$ cat config.mk
export PLATFORM = sky130hd
export DESIGN_NAME = rx_frame_sync
export DESIGN_NICKNAME = d
export VERILOG_FILES = /design/src/rtl/rx_frame_sync.sv
export SDC_FILE = /design/constraint.sdc
export NUM_CORES = 1
export LEC_CHECK = 0
export CAP_MARGIN = 5
export CORE_UTILIZATION = 25
export CTS_CLUSTER_SIZE = 10
export DETAILED_ROUTE_END_ITERATION = 8
export HOLD_SLACK_MARGIN = 0.02
export MAX_ROUTING_LAYER = met4
export PLACE_DENSITY = 0.5
export SLEW_MARGIN = 0
export SYNTH_ARGS = -nofsm -noshare
export SYNTH_HDL_FRONTEND = slang
export SYNTH_SLANG_ARGS = --single-unit
$ cat constraint.sdc
create_clock -name i_clk -period 2.25 [get_ports i_clk]
set_clock_uncertainty 0.2 [all_clocks]
set_input_delay 0.45 -clock i_clk [delete_from_list [all_inputs] [get_ports i_clk]]
set_output_delay 0.45 -clock i_clk [all_outputs]
set_load 0.005 [all_outputs]
$ cat src/rtl/rx_frame_sync.sv
// rx_frame_sync: RIFL RX frame-alignment controller.
// Marks the first beat of each frame (o_data_sof) for the RX width converter.
// Hunts for alignment using per-frame CRC results, slipping one beat at a
// time, and tracks lock with HUNT / VERIFY / LOCKED states.
// Optional macro RIFL_RX_FSYNC_STATS_EN enables the saturating statistics
// counters; without it both statistics outputs are tied to zero.
module rx_frame_sync #(
  parameter int DWIDTH         = 64,
  parameter int FRAME_WIDTH    = 256,
  parameter int LOCK_GOOD_CNT  = 8,
  parameter int UNLOCK_BAD_CNT = 4,
  parameter int BLANK_FRAMES   = 2,
  parameter int STAT_WIDTH     = 16
) (
  input  logic                  i_clk,
  input  logic                  i_rst_n,
  input  logic                  i_beat_valid,
  input  logic                  i_crc_valid,
  input  logic                  i_crc_good,
  output logic                  o_data_sof,
  output logic                  o_slip_req,
  output logic                  o_frame_lock,
  output logic [1:0]            o_sync_state,
  output logic [STAT_WIDTH-1:0] o_crc_err_cnt,
  output logic [STAT_WIDTH-1:0] o_lock_loss_cnt
);

  localparam int RATIO   = FRAME_WIDTH / DWIDTH;
  localparam int BCNT_W  = (RATIO > 1) ? $clog2(RATIO) : 1;
  localparam int GOOD_W  = $clog2(LOCK_GOOD_CNT + 1);
  localparam int BAD_W   = $clog2(UNLOCK_BAD_CNT + 1);
  localparam int BLANK_W = (BLANK_FRAMES > 0) ? $clog2(BLANK_FRAMES + 1) : 1;

  typedef enum logic [1:0] {
    ST_HUNT   = 2'd0,
    ST_VERIFY = 2'd1,
    ST_LOCKED = 2'd2
  } state_t;

  state_t             r_state;
  logic               r_frame_lock;
  logic [BCNT_W-1:0]  r_bcnt;
  logic [GOOD_W-1:0]  r_good_cnt;
  logic [BAD_W-1:0]   r_bad_cnt;
  logic [BLANK_W-1:0] r_blank_cnt;
  logic               r_slip_pend;

  logic               w_slip_exec;
  logic               w_eval;
  logic               w_decide;
  logic [GOOD_W-1:0]  w_good_inc;
  logic [BAD_W-1:0]   w_bad_inc;
  logic               w_bad_limit;

  // Slip execution, CRC qualification and the slip decision for this cycle.
  always_comb begin
    w_slip_exec = 1'b0;
    w_eval      = 1'b0;
    w_decide    = 1'b0;
    w_good_inc  = r_good_cnt + GOOD_W'(1);
    w_bad_inc   = r_bad_cnt + BAD_W'(1);
    w_bad_limit = (w_bad_inc == BAD_W'(UNLOCK_BAD_CNT));
    if (RATIO == 1) begin
      // Upstream bitslip handles alignment: pulse the cycle after deciding.
      w_slip_exec = r_slip_pend;
    end else begin
      // The slip waits for a valid beat so the held beat is a real one.
      w_slip_exec = r_slip_pend & i_beat_valid;
    end
    w_eval = i_crc_valid & (r_blank_cnt == BLANK_W'(0));
    if (w_eval && !i_crc_good) begin
      case (r_state)
        ST_HUNT:   w_decide = 1'b1;
        ST_VERIFY: w_decide = 1'b1;
        ST_LOCKED: w_decide = w_bad_limit;
        default:   w_decide = 1'b1;
      endcase
    end else begin
      w_decide = 1'b0;
    end
  end

  assign o_data_sof   = i_rst_n & i_beat_valid & (r_bcnt == BCNT_W'(0));
  assign o_slip_req   = w_slip_exec;
  assign o_frame_lock = r_frame_lock;
  assign o_sync_state = r_state;

  // Beat position within the frame; a slip holds it for one beat.
  always_ff @(posedge i_clk) begin
    if (!i_rst_n) begin
      r_bcnt <= BCNT_W'(0);
    end else if (RATIO == 1) begin
      r_bcnt <= BCNT_W'(0);
    end else if (i_beat_valid && !w_slip_exec) begin
      r_bcnt <= r_bcnt + BCNT_W'(1);
    end else begin
      r_bcnt <= r_bcnt;
    end
  end

  // Pending slip: a decision while one is already pending merges into it.
  always_ff @(posedge i_clk) begin
    if (!i_rst_n) begin
      r_slip_pend <= 1'b0;
    end else if (w_slip_exec) begin
      r_slip_pend <= 1'b0;
    end else begin
      r_slip_pend <= r_slip_pend | w_decide;
    end
  end

  // Blanking of CRC results still in flight from the old alignment.
  always_ff @(posedge i_clk) begin
    if (!i_rst_n) begin
      r_blank_cnt <= BLANK_W'(0);
    end else if (w_slip_exec) begin
      r_blank_cnt <= BLANK_W'(BLANK_FRAMES);
    end else if (i_crc_valid && (r_blank_cnt != BLANK_W'(0))) begin
      r_blank_cnt <= r_blank_cnt - BLANK_W'(1);
    end else begin
      r_blank_cnt <= r_blank_cnt;
    end
  end

  // Alignment state machine, advanced only by non-blanked CRC results.
  always_ff @(posedge i_clk) begin
    if (!i_rst_n) begin
      r_state      <= ST_HUNT;
      r_frame_lock <= 1'b0;
      r_good_cnt   <= GOOD_W'(0);
      r_bad_cnt    <= BAD_W'(0);
    end else if (w_eval) begin
      case (r_state)
        ST_HUNT: begin
          if (i_crc_good) begin
            if (LOCK_GOOD_CNT == 1) begin
              r_state      <= ST_LOCKED;
              r_frame_lock <= 1'b1;
              r_good_cnt   <= GOOD_W'(0);
              r_bad_cnt    <= BAD_W'(0);
            end else begin
              r_state    <= ST_VERIFY;
              r_good_cnt <= GOOD_W'(1);
            end
          end else begin
            r_state <= ST_HUNT;
          end
        end
        ST_VERIFY: begin
          if (i_crc_good) begin
            if (w_good_inc == GOOD_W'(LOCK_GOOD_CNT)) begin
              r_state      <= ST_LOCKED;
              r_frame_lock <= 1'b1;
              r_good_cnt   <= GOOD_W'(0);
              r_bad_cnt    <= BAD_W'(0);
            end else begin
              r_good_cnt <= w_good_inc;
            end
          end else begin
            r_state    <= ST_HUNT;
            r_good_cnt <= GOOD_W'(0);
          end
        end
        ST_LOCKED: begin
          if (i_crc_good) begin
            r_bad_cnt <= BAD_W'(0);
          end else if (w_bad_limit) begin
            r_state      <= ST_HUNT;
            r_frame_lock <= 1'b0;
            r_bad_cnt    <= BAD_W'(0);
          end else begin
            r_bad_cnt <= w_bad_inc;
          end
        end
        default: begin
          r_state      <= ST_HUNT;
          r_frame_lock <= 1'b0;
          r_good_cnt   <= GOOD_W'(0);
          r_bad_cnt    <= BAD_W'(0);
        end
      endcase
    end else begin
      r_state <= r_state;
    end
  end

`ifdef RIFL_RX_FSYNC_STATS_EN
  logic [STAT_WIDTH-1:0] r_crc_err_cnt;
  logic [STAT_WIDTH-1:0] r_lock_loss_cnt;
  logic                  w_err_evt;
  logic                  w_loss_evt;

  function automatic logic [STAT_WIDTH-1:0] sat_inc(input logic [STAT_WIDTH-1:0] v);
    if (&v) begin
      return v;
    end else begin
      return v + STAT_WIDTH'(1);
    end
  endfunction

  assign w_err_evt  = w_eval & ~i_crc_good;
  assign w_loss_evt = w_err_evt & (r_state == ST_LOCKED) & w_bad_limit;

  // Saturating statistics for bad CRCs and lock losses.
  always_ff @(posedge i_clk) begin
    if (!i_rst_n) begin
      r_crc_err_cnt   <= STAT_WIDTH'(0);
      r_lock_loss_cnt <= STAT_WIDTH'(0);
    end else begin
      if (w_err_evt) begin
        r_crc_err_cnt <= sat_inc(r_crc_err_cnt);
      end else begin
        r_crc_err_cnt <= r_crc_err_cnt;
      end
      if (w_loss_evt) begin
        r_lock_loss_cnt <= sat_inc(r_lock_loss_cnt);
      end else begin
        r_lock_loss_cnt <= r_lock_loss_cnt;
      end
    end
  end

  assign o_crc_err_cnt   = r_crc_err_cnt;
  assign o_lock_loss_cnt = r_lock_loss_cnt;
`else
  assign o_crc_err_cnt   = STAT_WIDTH'(0);
  assign o_lock_loss_cnt = STAT_WIDTH'(0);
`endif

endmodule

# Word-level counts from Yosys, hierarchy flattened

Cells that the tools add are included.

Mux-type cells: 24
Equality and inequality tests: 10
Bitwise logic cells: 8
$add $sub $neg: 4
Reduce and logical (&&, ||, !) cells: 15
Divide/modulo/power cells: 0
Multipliers: 0
$lt $le $gt $ge: 0
Shifts and indexed selects: 0

Operators with widths:

| cell                  | count |
|---|---|
| $mux W2               | 6 |
| $mux W3               | 4 |
| $mux W4               | 3 |
| $pmux W4 S3           | 1 |
| $ne A2 B2 Y1 const B  | 5 |
| $pmux W3 S3           | 1 |
| $reduce_and A4 Y1     | 2 |
| $mux W1               | 7 |
| $logic_not A2 Y1      | 3 |
| $pmux W2 S3           | 1 |
| $reduce_and A6 Y1     | 1 |
| $add A4 B1 Y4 const B | 1 |
| $and A1 B1 Y1         | 4 |
| $eq A4 B4 Y1 const B  | 1 |
| $reduce_bool A2 Y1    | 2 |
| $add A3 B1 Y3 const B | 1 |
| $eq A3 B3 Y1 const B  | 1 |
| $logic_and A1 B1 Y1   | 3 |
| $ne A3 B3 Y1 const B  | 1 |
| $not A1 Y1            | 3 |
| $pmux W1 S3           | 1 |
| $reduce_and A3 Y1     | 1 |
| $add A2 B1 Y2 const B | 1 |
| $eq A2 B1 Y1 const B  | 1 |
| other kinds (5)       | 6 |

Register bits after elaboration: 15
Bits in latches: 0
RAM bits: 0
Memories: 0
ROM bits: 0
Output and inout bits: 37
Bits of input ports: 5

# Logic depth before layout (Yosys ltp)

Word-level depth: 5
Gate-level depth with buffers: 7

# Worst setup path after synthesis

OpenSTA, ideal clock, no wires.

Path type: register to register
Start point: reg r_good_cnt[0]
End point: reg r_state[1] (netlist: o_sync_state[1])
Setup time: 0.066 ns
Cell stages (with the launch flop): 7
Data required time: 1.984 ns
Data arrival time: 1.495 ns
Path slack: 0.489 ns
Path buffers: 0
Period minus slack after synthesis: 1.761 ns
Cells stage by stage: dfxtp_1 ha_1 nand2_1 a21oi_2 o2111ai_2 or3_1 a21oi_2

Word-level cells in the longest chain between the ends: 4

Ends and longest elaborated chain:

| element                            | RTL line | text |
|---|---|---|
| start, declared                    | 43       | `logic [GOOD_W-1:0] r_good_cnt;` |
| start signal, assigned             | 157      | `r_good_cnt <= w_good_inc;` |
| $add A4 B1 Y4                      | 60       | `w_good_inc = r_good_cnt + GOOD_W'(1);` |
| $eq A4 B4 Y1                       | 151      | `if (w_good_inc == GOOD_W'(LOCK_GOOD_CNT)) begin` |
| $ne A3 B3 Y1 (no source line)      | -        |  |
| $reduce_and A4 Y1 (no source line) | -        |  |
| end signal, assigned               | 183      | `r_state <= r_state;` |
| end, declared                      | 40       | `state_t r_state;` |

Every way passes these cells.
A chain may end at the register's enable or synchronous reset.

# Worst setup path in the final report

Start point: reg r_bcnt[0]
End point: out o_data_sof

Word-level cells in the longest chain between the ends: 2

Ends and longest elaborated chain:

| element                | RTL line | text |
|---|---|---|
| start, declared        | 42       | `logic [BCNT_W-1:0] r_bcnt;` |
| start signal, assigned | 95       | `r_bcnt <= r_bcnt + BCNT_W'(1);` |
| start signal, assigned | 97       | `r_bcnt <= r_bcnt;` |
| $logic_not A2 Y1       | 83       | `assign o_data_sof = i_rst_n & i_beat_valid & (r_bcnt == BCNT_W'(0));` |
| $and A1 B1 Y1          | 83       |  |
| end, declared          | 20       | `output logic o_data_sof,` |

Every way passes these cells.

==> flow_summary_export.csv <==
group,metric,value,unit
run_status,status,"completed",
die,start_util,0.260,
worst_setup_path,cp-end-kind,"output port",
cells_and_area,multi_input_area,639,µm²
worst_setup_path,ff2ff_setup_slack,300,ps
cells_and_area,final_cell_mix,"conb_1, dfxtp_1, nor2_1",
drt,drc,0,
synthesis,yosys_most_used_dff,"dfxtp_1",
die,rows,24,
cts,postCtsSetupBuffers,0,
worst_setup_path,crit_required,1600,ps
synthesis,synth_top_family_by_area,"buffers and inverters",
worst_setup_path,critPathArrivalTime,1400,ps
cts,ctsRootBufferMaster,"clkbuf_8",
drt,vias_per_cell,4.14,
die,core_region_area,0.00432,mm²
synthesis,yosysWarnings,0,
power_and_ir_drop,swShare,0.288,
drt,wire_per_inst,9.24,µm
drt,drtPass1Iterations,4,
place,dpl.hpwl,1530,µm
drt,vias,852,
worst_setup_path,path_max_fanout,2,
synthesis,yosys.area_share.xor_xnor,0.0234,
power_and_ir_drop,peakVddDrop,0.000276,V
cts,tritoncts,"yes",
cells_and_area,nets,166,
die,dieArea,0.00477,mm²
place,preCtsSetupSlack,-17.8,ps
sta,period_share,0.913,
worst_setup_path,critPathLaunchType,"flop",
global_routing,grt_overflow,0,
synthesis,synth-seq-cells,15,
power_and_ir_drop,p_clk_frac,0.338,
sta,rsz0062_at_grt,"false",
min_path,hp-class,"reg -> reg",
cts,htree_levels,1,
cells_and_area,diodes,0,
power_and_ir_drop,p_leak,0.533,nW
synthesis,synth_compound_area_frac,0.164,
power_and_ir_drop,power.internal,0.465,mW
global_routing,grt_pass1_vias,713,
global_routing,antenna_found_initial,0,
cells_and_area,post-route-util,0.283,
power_and_ir_drop,p_per_area,534,mW/mm²
cts,clkTransAtPathRegs,60,ps
synthesis,synth_cells,138,
global_routing,grt_pass1_wl,3330,µm
die,die_w,69.0,µm
cts,cts_inserted_buffers,3,
global_routing,grtUsageTotal,0.0880,
synthesis,synthDistinctLibCells,41,
job,cap_violations,0,
cells_and_area,layout-drive-gt1-share,0.104,
cells_and_area,mostFrequentLayoutCell,"conb_1",
sta,setup_viol,0,
synthesis,synth.avg_cell_area,8.14,µm²
drt,ant_nets,0,
sta,max_freq,487,MHz
sta,finalHoldViolations,0,
sta,fin_ws,196,ps
synthesis,synthArstFlopShare,0,
die,io_pins,42,
synthesis,ys_seq_area_frac,0.267,
sta,tns,0,ps
drt,drt_iter0_drc,40,
power_and_ir_drop,p_seq_frac,0.459,
place,routabilityCongestion,0.737,
synthesis,synthAdderAreaFrac,0.0668,
cts,clk_latency,250,ps
worst_setup_path,startpoint,"r_bcnt[0]",
cts,clock_path_buffers,2,
drt,drt_wl_total,1900,µm
power_and_ir_drop,power_frac_comb,0.203,
synthesis,synth_mux_area_frac,0.0178,
die,die_h,69.0,µm
sta,drv_slew,0,
cts,cts_sinks,15,
worst_setup_path,r2r-start,"r_good_cnt[0]",
cells_and_area,synthToLayoutAreaGrowth,8.80,%
power_and_ir_drop,p_switching,0.188,mW
cells_and_area,fill_cells,490,
worst_setup_path,crit_type,"reg -> out",
global_routing,grt_max_degree,12,
synthesis,syn_area,0.00112,mm²
sta,min_period,2050,ps
synthesis,synth-simple-area-share,0.190,
synthesis,synth-edff-count,0,
cells_and_area,seq_area,300,µm²
min_path,hold_start,"r_bad_cnt[1]",
place,io_buffers,9,
-- power by group through the flow --
stage | Clock [mW] | Sequential [mW] | Combinational (mW)
after floorplan | 0 | 0.298 | 0.140
after global placement | 0 | 0.305 | 0.134
after detailed placement | 0 | 0.306 | 0.135
after CTS | 0.232 | 0.300 | 0.135
after global routing | 0.244 | 0.303 | 0.155
final | 0.221 | 0.300 | 0.133
-- area by class of cell --
class,count,share of cell area
clock buffer,4,0.0368
inverter,10,0.0307
multi-input combinational,110,0.523
sequential,15,0.246
tap,52,0.0532
timing repair buffer,15,0.111
-- cell usage after synthesis, types with 2 or more instances --
master,n,area share
buf_4,32,0.21
dfxtp_1,15,0.27
nor2_1,12,0.040
inv_1,10,0.033
nand2_1,10,0.033
a21oi_1,6,0.027
ha_1,6,0.067
nand3_1,3,0.013
nor3_1,3,0.013
o21ai_0,3,0.013
a21oi_2,2,0.016
and2_1,2,0.011
and3_1,2,0.011
buf_6,2,0.020
mux2i_1,2,0.018
nor2b_1,2,0.011
xnor2_1,2,0.016
-- path summary, 6_finish.rpt --
| kind | end | depth (start not counted) |
|---|---|---|
| setup / recovery | o_data_sof | 4 |
| hold / removal | r_bad_cnt[1] | 2 |
| setup reg to reg | o_sync_state[1] | 6 |
| hold reg to reg | r_bad_cnt[1] | 2 |
-- state kept, by name, indices dropped and copies added (netlist names) --
| name | count |
|---|---|
| o_sync_state | 2 |
| r_bcnt | 2 |
| r_slip_pend | 1 |
| r_bad_cnt | 3 |
| r_blank_cnt | 2 |
| o_frame_lock | 1 |
| r_good_cnt | 4 |
-- worst max-delay path, stage by stage, from the launching register on --
cell and delay, ps:
dfxtp_1 350, inv_1 50, ha_1 180, and3_1 140, clkdlybuf4s50_1 440
-- per-layer routing --
| layer | vias up | part of all wire | track usage |
|---|---|---|---|
| met3 | 3 | 0.053 | 0.0263 |
| li1 | 437 | - | - |
| met4 | 0 | 0.0063 | 0.0272 |
| met5 | - | 0 | - |
| met2 | 25 | 0.48 | 0.127 |
| met1 | 387 | 0.46 | 0.117 |
-- through the flow --
step                      cell area, µm²  hold slack [ps]  total power [mW]  cells
final                               1220              275             0.653    206
after global placement              1180              268             0.439    202
after CTS                           1220              282             0.667    206
after detailed placement            1180              272             0.441    202
after global routing                1220              313             0.702    206
after floorplan                     1240              250             0.439    169
-- timing repair --
action	CTS	global route
setup endpoints to repair	2	1
cloned	0	0
hold buffers	0	0
pin swaps	0	0
resized for setup	2	1
-- cells by family after synthesis --
group                      after synthesis
buffers and inverters                   44
and+or+nand+nor                         42
AOI/OAI and AO/OA                       25
DFF                                     15
adders and majority gates                6
xor gates and xnor gates                 3
muxes                                    2
other                                    1
Note: power is estimated with default switching activity, not from simulation.
